--- src/rtl/bist_pkg.sv ---
// bist_pkg: shared March C- encodings and per-element tables for the BIST controller.
package bist_pkg;
  typedef enum logic [1:0] {IDLE, RUN, DRAIN, DONE} state_t;
  typedef enum logic {OP_R, OP_W} op_t;
  localparam logic [2:0] E0 = 3'd0;
  localparam logic [2:0] E1 = 3'd1;
  localparam logic [2:0] E2 = 3'd2;
  localparam logic [2:0] E3 = 3'd3;
  localparam logic [2:0] E4 = 3'd4;
  localparam logic [2:0] E5 = 3'd5;
  // Bit e of each table describes element e.
  localparam logic [7:0] ELEM_DOWN = 8'b0001_1000;
  localparam logic [7:0] ELEM_TWO  = 8'b0001_1110;
  localparam logic [7:0] RD_BG     = 8'b0001_0100;
  localparam logic [7:0] WR_BG     = 8'b0000_1010;
  function automatic op_t elem_op(input logic [2:0] e, input logic ph);
    return ELEM_TWO[e] ? (ph ? OP_W : OP_R) : (e == E0 ? OP_W : OP_R);
  endfunction
endpackage

--- src/rtl/bist_addr_gen.sv ---
// bist_addr_gen: loadable up/down address counter; direction is latched at load time.
module bist_addr_gen #(
  parameter int ADDR_SIZE = 4
) (
  input  logic                 clk,
  input  logic                 rst,
  input  logic                 load,
  input  logic                 down,
  input  logic                 en,
  output logic [ADDR_SIZE-1:0] addr,
  output logic                 last
);
  logic dir;
  always_ff @(posedge clk or posedge rst)
    if (rst) begin
      addr <= '0;
      dir  <= 1'b0;
    end else if (load) begin
      addr <= down ? '1 : '0;
      dir  <= down;
    end else if (en) begin
      addr <= dir ? addr - 1'b1 : addr + 1'b1;
    end
  assign last = dir ? (addr == '0) : (addr == '1);
endmodule

--- src/rtl/bist_march_ctrl.sv ---
// bist_march_ctrl: March C- sequencer with read-latency-aligned compare and first-fail logger.
module bist_march_ctrl
  import bist_pkg::*;
#(
  parameter int DATA_SIZE = 8,
  parameter int ADDR_SIZE = 4
) (
  input  logic                 clk,
  input  logic                 rst,
  input  logic                 start,
  output logic [ADDR_SIZE-1:0] mem_addr,
  output logic                 mem_wr,
  output logic                 mem_rd,
  output logic [DATA_SIZE-1:0] data_wr,
  output logic [DATA_SIZE-1:0] data_et,
  output logic                 read_en,
  input  logic                 error,
  output logic                 busy,
  output logic                 done,
  output logic                 fail,
  output logic [ADDR_SIZE-1:0] fail_addr,
  output logic [2:0]           fail_elem,
  output logic [7:0]           fail_count
);
  state_t state, state_n;
  logic [2:0] elem, elem_n;
  logic ph, ph_n;
  logic go, run, op_last, load, load_down, step, last;
  logic exp_q;
  logic [ADDR_SIZE-1:0] addr, pa_q;
  logic [2:0] pe_q;
  op_t op;

  bist_addr_gen #(.ADDR_SIZE(ADDR_SIZE)) u_addr (
    .clk(clk), .rst(rst), .load(load), .down(load_down), .en(step),
    .addr(addr), .last(last)
  );

  assign run     = state == RUN;
  assign go      = (state == IDLE || state == DONE) && start;
  assign op      = elem_op(elem, ph);
  assign op_last = !ELEM_TWO[elem] || ph;

  always_comb begin
    state_n   = state;
    elem_n    = elem;
    ph_n      = ph;
    load      = go;
    load_down = 1'b0;
    step      = 1'b0;
    if (go) begin
      state_n = RUN;
      elem_n  = E0;
      ph_n    = 1'b0;
    end else if (run) begin
      ph_n = ELEM_TWO[elem] && !ph;
      if (op_last && last) begin
        if (elem == E5) state_n = DRAIN;
        else begin
          elem_n    = elem + 3'd1;
          load      = 1'b1;
          load_down = ELEM_DOWN[elem_n];
        end
      end else step = op_last;
    end else if (state == DRAIN) begin
      state_n = DONE;
    end
  end

  always_ff @(posedge clk or posedge rst)
    if (rst) begin
      state <= IDLE;
      elem  <= E0;
      ph    <= 1'b0;
    end else begin
      state <= state_n;
      elem  <= elem_n;
      ph    <= ph_n;
    end

  assign mem_addr = addr;
  assign mem_wr   = run && op == OP_W;
  assign mem_rd   = run && op == OP_R;
  assign data_wr  = {DATA_SIZE{mem_wr && WR_BG[elem]}};
  assign busy     = run || state == DRAIN;
  assign done     = state == DONE;

  // Expected data and location ride one cycle behind the read strobe.
  always_ff @(posedge clk or posedge rst)
    if (rst) begin
      read_en <= 1'b0;
      exp_q   <= 1'b0;
      pa_q    <= '0;
      pe_q    <= '0;
    end else begin
      read_en <= mem_rd;
      if (mem_rd) begin
        exp_q <= RD_BG[elem];
        pa_q  <= addr;
        pe_q  <= elem;
      end
    end
  assign data_et = {DATA_SIZE{exp_q}};

  always_ff @(posedge clk or posedge rst)
    if (rst) begin
      fail       <= 1'b0;
      fail_addr  <= '0;
      fail_elem  <= '0;
      fail_count <= '0;
    end else if (go) begin
      fail       <= 1'b0;
      fail_addr  <= '0;
      fail_elem  <= '0;
      fail_count <= '0;
    end else if (read_en && error) begin
      fail_count <= (fail_count == 8'hff) ? fail_count : fail_count + 8'd1;
      if (!fail) begin
        fail      <= 1'b1;
        fail_addr <= pa_q;
        fail_elem <= pe_q;
      end
    end
endmodule

--- config.mk ---
export PLATFORM = sky130hd
export DESIGN_NAME = bist_march_ctrl
export DESIGN_NICKNAME = d
export VERILOG_FILES = /design/src/rtl/bist_pkg.sv /design/src/rtl/bist_addr_gen.sv /design/src/rtl/bist_march_ctrl.sv
export SDC_FILE = /design/constraint.sdc
export NUM_CORES = 1
export LEC_CHECK = 0
export ABC_AREA = 1
export CELL_PAD_IN_SITES_DETAIL_PLACEMENT = 1
export CELL_PAD_IN_SITES_GLOBAL_PLACEMENT = 1
export CORE_ASPECT_RATIO = 0.8
export CORE_MARGIN = 2
export CORE_UTILIZATION = 40
export DETAILED_ROUTE_END_ITERATION = 12
export PLACE_DENSITY_LB_ADDON = 0.1
export RECOVER_POWER = 100
export SYNTH_ARGS = -nofsm -noshare
export SYNTH_HDL_FRONTEND = slang
export SYNTH_SLANG_ARGS = --single-unit
--- constraint.sdc ---
create_clock -name clk -period 7.8 [get_ports clk]
set_input_delay 1.56 -clock clk [delete_from_list [all_inputs] [get_ports clk]]
set_output_delay 1.56 -clock clk [all_outputs]
set_load 0.005 [all_outputs]
# Yosys cells after proc, flatten, opt, wreduce, memory -nomap -nowiden
# Memories as Yosys holds them, arrays and structs flattened. A register that Yosys moved wholly into a read port is not among the register bits.
# Index checks and enable logic that the tools add are counted.
# word_totals
input_bits	4
mem_bits_ro	32
register_bits	35
mem_count	4
output_inout_bits	41
# mem_list
name	depth	width	rd	rd_clocked_by_memory_dff	wr	line_no	text
(no name shown)	8	1	1	1	0	bist_march_ctrl.sv:98	exp_q <= RD_BG[elem];
(no name shown)	8	1	1	0	0	bist_march_ctrl.sv:84	assign data_wr = {DATA_SIZE{mem_wr && WR_BG[elem]}};
(no name shown)	8	1	1	0	0	bist_march_ctrl.sv:62	load_down = ELEM_DOWN[elem_n];
(no name shown)	8	1	1	0	0	bist_march_ctrl.sv:56	ph_n = ELEM_TWO[elem] && !ph;
# op_classes
n_bitwise	1
n_lt_le_gt_ge	2
n_reduce_logical	24
n_addsub	4
mux	44
n_eq_ne	11
# ops
op	count
$mux 4	7
$mux 8	3
$mux 1	22
$mux 3	7
$mux 2	5
$add 8x1->8 const B	1
$eq 8x8->1 const B	1
$lt 3x4->1 const B	2
$reduce_bool 2->1	4
$logic_and 1x1->1	7
$ne 3x2->1 const B	2
$reduce_and 3->1	2
$add 4x1->4 const B	1
$eq 2x2->1 const B	2
$eq 4x4->1 const B	1
$logic_not 4->1	1
$ne 2x2->1 const B	2
$reduce_and 2->1	2
$sub 4x1->4 const B	1
$add 3x1->3 const B	1
$eq 3x3->1 const B	1
$logic_not 3->1	1
$logic_or 1x1->1	3
$reduce_bool 3->1	1
other kinds (5)	6

# Depth between registers and ports, before layout
# depth
ltp_word	10
depth_mapped	12

# By module
# Synthesis repeated with hierarchy kept, for this count alone.
# unflattened
hier_cells	263
area_unflattened_um2	2144.6
# modules_own_cells
module	area_per_inst_um2	cells_each	instances
bist_march_ctrl	1799.2	217	1
bist_addr_gen	345.3	46	1

# Least setup slack after synthesis
# OpenSTA, ideal clock, no wires.
# synth_path
path_kind	register to output
from	register elem[0]
to	output port data_wr[1]
path_stages_with_launch	8
required_time_ns	6.240
n_path_buf	1
setup_slack_ns	4.101
t_arrival_ns	2.139
path_cell_list	dfrtp_1 -> inv_1 -> ha_1 -> ha_1 -> nand2_1 -> o21ai_0 -> nor4_1 -> buf_4
# synth_between
elab_chain_cells	5
# synth_rtl
element	line_no	text
start, declared	bist_march_ctrl.sv:26	logic [2:0] elem, elem_n;
start signal, assigned	bist_march_ctrl.sv:77	elem <= elem_n;
$mem_v2 8x1 / $logic_not 3->1 (equally long branches)	n/a	
$mux 1, on equally long branches	n/a	
$mux 1	bist_pkg.sv:17	return ELEM_TWO[e] ? (ph ? OP_W : OP_R) : (e == E0 ? OP_W : OP_R);
$logic_and 1x1->1	bist_march_ctrl.sv:82	assign mem_wr = run && op == OP_W;
$logic_and 1x1->1 *	bist_march_ctrl.sv:84	
end, declared	bist_march_ctrl.sv:14	output logic [DATA_SIZE-1:0] data_wr,
# Mark *: on every way between the ends. The rest lies on a longest branch, timed or not. The select of a mux whose other input is x is not followed.

# Worst setup path after layout
# layout_path
from	register elem[0]
to	output port data_wr[0]
# Same word-level chain as after synthesis.

==> results_dict.tcl <==
set metrics [dict create \
    critPathRequiredTime_ns 6.24 \
    arrival_ns 2.95 \
    synth_ff_type "dfrtp_1" \
    skew_ns 0.00732 \
    final_cell_mix "nand2_1, dlygate4sd3_1, inv_1, dfrtp_1, o21ai_0" \
    p_leak_nw 1.36 \
    finalNonFillerCells 364 \
    ys_ff_latch 36 \
    grt_pass1_vias 1894 \
    layout_commonest_cell "nand2_1" \
    fin_crit_sh_pct 57.8 \
    yosys.area_share.simple_pct 24.8 \
    setup_viol 0 \
    synth_top_family_by_area "simple AND/OR/NAND/NOR gates" \
    drc 0 \
    path_class "flop to output port" \
    avgRoutedWirePerCell_um 13.5 \
    start_util_pct 41.9 \
    grt_pass1_wl_um 8750 \
    cts_tree "built" \
    rows 23 \
    dr.first_iter.drc_count 72 \
    min_period_ns 4.51 \
    antenna_cells 0 \
    drv_cap 1 \
    hpwl_um 3670 \
    portBuffers 44 \
    end_kind "output port" \
    synth.distinct_cells 27 \
    synth_edf_count 0 \
    die-width_um 85.4 \
    cts_resized 0 \
    setup_slack_ns 3.29 \
    slew_violations 37 \
    cts_sinks 36 \
    antenna_found_initial 0 \
    cts_setup_buffers 0 \
    syn_nets 286 \
    dpl_cell_area_um2 2510 \
    worstMarginPinSlew_ns 1.95 \
    grt_max_degree 37 \
    synthAdderAreaFrac_pct 9.20 \
    clk_path_buf_depth 2 \
    muxShareOfSynthArea_pct 0 \
    synth_xor_area_share_pct 1.24 \
    worstSetupStartpointType "flop" \
    synth.cell_area_um2 2120 \
    cts_buffers 5 \
    drive_above_1_share_pct 5.30 \
    grt_usage_pct 18.5 \
    finalHoldViolCount 0 \
    dieArea_um2 5900 \
    violations "max-capacitance violations, max-slew violations" \
    wl_um 4910 \
    yosysWarnings 0 \
    gp_congestion 0.736 \
    cts_root_buffer "clkbuf_8" \
    hold_ws_ns 0.493 \
    fillerInstances 627 \
    syn_inst 267 \
    hold_class "flop to flop" \
    setup_tns_ns 0 \
    vias 1792 \
    first_pass_iters 4 \
    yosysSeqAreaShare_pct 42.5 \
    fin_nets 320 \
    ant_nets 0 \
    irDropWorstVdd_mv 0.0820 \
    areaGrowthSynthToFinish_pct 23.5 \
    syn_avg_cell_area_um2 7.94 \
    async_reset_ff_share_pct 100 \
    power.density_nw_per_um2 175 \
    ioPinCount 45 \
    clk_latency_ns 0.29 \
    outcome "finished, violations left" \
    clk_pin_slew_ns 0.08 \
    rsz0062_at_grt "false" \
    cp_max_fo 8 \
    hold_buffers 0 \
    die_y_um 69.1 \
    relSlewSlack_pct -29.8 \
    fp.coreArea_um2 5060 \
    grt_overflow 0 \
    dp_slack_ns 3.45 \
    synth_compound_area_share_pct 8.44 \
    cts.htree.levels 2 \
    max_freq_mhz 222 \
    finish.instance_area_um2 2620 \
    dp_cells 356 \
    via_per_inst 4.92 \
]
-- cell type report --
type                            count  area [um^2]  area share [%]
Multi-Input combinational cell    172          915            34.9
Clock inverter                      1         30.0            1.15
Sequential cell                    36          901            34.4
Tap cell                           62         77.6            2.96
Timing Repair Buffer               45          444            17.0
Clock buffer                        7         96.3            3.68
Inverter                           41          155            5.92
-- cell usage after synthesis, types with 2 or more instances --
cell     number  area (um^2)
a31oi_1       2         12.5
dfrtp_1      36          901
nand4_1       2         12.5
inv_1        39          146
buf_2         2         10.0
o21ai_0      26          130
nand3_2       2         20.0
nand3_1      24          120
ha_1         14          175
buf_4        15          113
a21oi_1       3         15.0
nand2_1      69          259
xnor2_1       2         17.5
nand2_2       4         25.0
nor2_1       15         56.3
-- sequential cells by signal (all words and copies together), names as in the netlist --
name         flops
pa_q             4
exp_q            1
fail             1
elem             3
u_addr.addr      4
fail_elem        3
fail_count       8
state            2
read_en          1
fail_addr        4
ph               1
pe_q             3
u_addr.dir       1
-- cell families (layout without fill, tap and decap cells) --
family                     count (synthesis)  count (layout)
AOI/OAI and AO/OA                         34              34
DFF                                       36              36
adders and majority gates                 15              15
and+or+nand+nor                          120             120
xor gates and xnor gates                   3               3
buffers and inverters                     59              94
-- critical path: stages (launching register included) --
cell and delay, ns:
dfrtp_1 0.40, inv_1 0.14, ha_1 0.25, ha_1 0.29, nand2_1 0.11, o21ai_0 0.14, nor4_1 0.65, dlygate4sd3_1 0.67
-- path summary, 6_finish.rpt --
path | startpoint | end | slack, ns | cells past startpoint
worst max-delay path | elem[0]$_DFFE_PP0P_ | data_wr[0] | 3.29 | 7
worst min-delay path | pe_q[1]$_DFFE_PP0P_ | pe_q[1]$_DFFE_PP0P_ | 0.49 | 2
worst max register to register | state[0]$_DFFE_PP0P_ | fail_count[0]$_DFFE_PP0P_ | 4.85 | 10
worst min register to register | pe_q[1]$_DFFE_PP0P_ | pe_q[1]$_DFFE_PP0P_ | 0.49 | 2
max in group asynchronous | rst | u_addr.addr[0]$_DFFE_PP0P_ | 4.27 | 3
min in group asynchronous | rst | fail_count[0]$_DFFE_PP0P_ | 2.40 | 3
-- through the flow --
stage          total power, mW  util (%)
5_1_grt                  0.485      51.7
6_report                 0.457      51.7
4_1_cts                  0.471      52.1
3_5_place_dp             0.287      49.6
3_3_place_gp             0.283      49.6
2_1_floorplan            0.248         -
-- power by group --
group	switching, mW	leakage [nW]	total (mW)	internal (mW)
Combinational	0.0306	0.846	0.0615	0.0308
Clock	0.0681	0.0645	0.181	0.113
Sequential	0.0153	0.448	0.215	0.200
Total	0.114	1.36	0.457	0.343
-- routing by layer --
layer	track usage, %	part of all wire (%)
met1	25.7	49
met2	28.6	46
met3	3.59	3.1
met4	6.88	1.6
met5	0	0
(Power assumes the default switching activity.)
==> patch (same flow settings) <==
Make the reset (`rst`) synchronous in 4 clocked blocks.
--- a/src/rtl/bist_addr_gen.sv
+++ b/src/rtl/bist_addr_gen.sv
@@ -13,3 +13,3 @@
   logic dir;
-  always_ff @(posedge clk or posedge rst)
+  always_ff @(posedge clk)
     if (rst) begin
--- a/src/rtl/bist_march_ctrl.sv
+++ b/src/rtl/bist_march_ctrl.sv
@@ -69,3 +69,3 @@
 
-  always_ff @(posedge clk or posedge rst)
+  always_ff @(posedge clk)
     if (rst) begin
@@ -88,3 +88,3 @@
   // Expected data and location ride one cycle behind the read strobe.
-  always_ff @(posedge clk or posedge rst)
+  always_ff @(posedge clk)
     if (rst) begin
@@ -104,3 +104,3 @@
 
-  always_ff @(posedge clk or posedge rst)
+  always_ff @(posedge clk)
     if (rst) begin
Function: differs if rst is asserted again (counterexample within 4 cycles, from zero or initial values and one cycle with rst high); with rst held inactive, the same outputs for 10 cycles.
==> patch against the original RTL <==
Routed wire length increased by 0.63%. Final area decreased by 4.9%. Cell count decreased by 1.6%. Synthesized area decreased by 6.0%. Global-route usage increased by 0.17 points. Worst setup slack improved by 0.72 ns. Register-to-register slack improved by 0.29 ns. Sequential cell count increased by 2. Via count decreased by 1.2%. Critical endpoint is now mem_rd.
Power is not compared: it rests on default switching activity, and its combinational part moved more than twofold at a synthesized area within 25%.
==> patch: results <==
metrics = {
    "routing": {
        "drt-initial-drc-count": 48,
        "wl_per_cell_um": 13.8,
        "num_vias": 1771,
        "first_pass_iters": 4,
        "via_per_inst": 4.95,
    },
    "worst_setup_path": {
        "crit_fanout": 17,
        "cp.arrival_ns": 2.23,
    },
    "synth": {
        "ys_async_sr_fraction": 0,
        "synth_nets": 279,
        "netlist.area_leader.share": 0.381,
        "synth_area_leaders": "dfxtp_1 38%, nor2_1 7.5%, nand2_1 7.2%, ha_1 6.3%, buf_4 5.6%",
        "synthFlopType": "dfxtp_1",
        "yosys_warnings": 0,
        "syn_avg_cell_area_sq_um": 7.55,
        "ys_seq_area_frac": 0.381,
        "synth_cell_types": 33,
        "synth_common_cells": "40 x nor2_1, 38 x dfxtp_1, 38 x nand2_1, 30 x inv_1, 19 x o21ai_0",
    },
    "sta": {
        "fin_skew_ns": 0.00990,
        "slew_headroom": 0.330,
    },
    "pwr": {
        "ir_worst_vdd_v": 0.000133,
        "p_leak_nw": 1.23,
    },
    "placed_design": {
        "port_buffers": 44,
        "dpl.hpwl_mm": 3.70,
        "place_congestion": 0.828,
        "dp.cells": 350,
    },
    "cts": {
        "cts_root_buf": "clkbuf_8",
        "cts_buffers": 5,
        "clk_pin_slew_ns": 0.08,
        "cts_setup_buffers": 0,
        "ctsResizeCount": 0,
        "clockBufferDepth": 2,
        "insertion_delay_ns": 0.30,
        "h-tree-depth": 2,
    },
    "global_routing": {
        "grt.total_usage": 0.187,
        "grt_pass1_wl_mm": 8.36,
        "grt_max_degree": 18,
        "antenna_found_initial": 0,
    },
    "status": {
        "status": "finished, final reports clean",
    },
    "finish": {
        "largest_reg_flops": 8,
        "drive_gt1_frac": 0.0940,
        "top_register": "fail_count",
        "diodes": 0,
        "fin_nets": 312,
    },
    "min_path": {
        "hold_path_class": "flip-flop to flip-flop",
    },
}
-- patch: cell types whose count changed in the layout (fill, tap and decap cells not counted), sizes merged, moves of 2 or more --
cell    before  now
dfxtp        0   38
nor2        16   45
xor2         1    3
inv         40   34
nand3       26   14
a21oi        3   19
dfrtp       36    0
clkbuf       8    5
ha          14   10
o21ai       26   21
nand2       74   49
-- patch: area by class of cell --
| type | instances | area (sq um) |
|---|---|---|
| Multi-Input combinational cell | 174 | 946 |
| Fill cell | 600 | 2190 |
| Timing Repair Buffer | 44 | 440 |
| Sequential cell | 38 | 761 |
| Inverter | 34 | 130 |
| Tap cell | 60 | 75.1 |
| Clock buffer | 5 | 68.8 |
| Clock inverter | 3 | 68.8 |
-- patch: cells by family after synthesis --
kind of cell | after synthesis | synth area share
compound gates | 43 | 0.115
buf+inv | 52 | 0.131
flops | 38 | 0.381
simple gates | 115 | 0.278
xor+xnor | 5 | 0.0220
fa+ha+maj | 11 | 0.0728
-- patch: path summary, 6_finish.rpt --
path / start / to / slack (ns) / cells past startpoint
worst max-delay path: elem[0] / mem_rd / 4.01 / 8
worst min-delay path: pa_q[0] / fail_addr[0] / 0.49 / 2
worst max register to register: state[0] / flip-flop / 5.14 / 9
worst min register to register: pa_q[0] / fail_addr[0] / 0.49 / 2
-- patch: routing by layer --
| layer | track usage | up-vias | wire, um |
|---|---|---|---|
| met3 | 0.0355 | 6 | 163 |
| li1 | - | 890 | - |
| met4 | 0.0635 | 0 | 57 |
| met2 | 0.309 | 39 | 2230 |
| met1 | 0.249 | 836 | 2490 |
| met5 | 0 | - | 0 |
-- patch: where the power goes --
part / internal, mW / leakage, nW / switching, mW
clock network: 0.128 / 0.0683 / 0.0758
registers: 0.209 / 0.307 / 0.0182
logic: 0.0682 / 0.857 / 0.108
total: 0.406 / 1.23 / 0.202
-- patch: worst max-delay path: stages (launching register included) --
cell	delay (ns)
dfxtp_1	0.38
inv_1	0.11
ha_1	0.22
nand2_1	0.07
nand2_1	0.07
nand2_2	0.08
nand2_2	0.06
inv_1	0.35
clkdlybuf4s50_1	0.59
-- patch: through the flow --
stage               cell area (sq um)  power, mW  setup WS (ns)
finish                           2490      0.608           4.01
global route                     2490      0.652           3.80
CTS                              2520      0.628           4.12
detailed placement               2380      0.423           4.44
global placement                 2380      0.421           4.54
floorplan                        1990      0.350           5.01
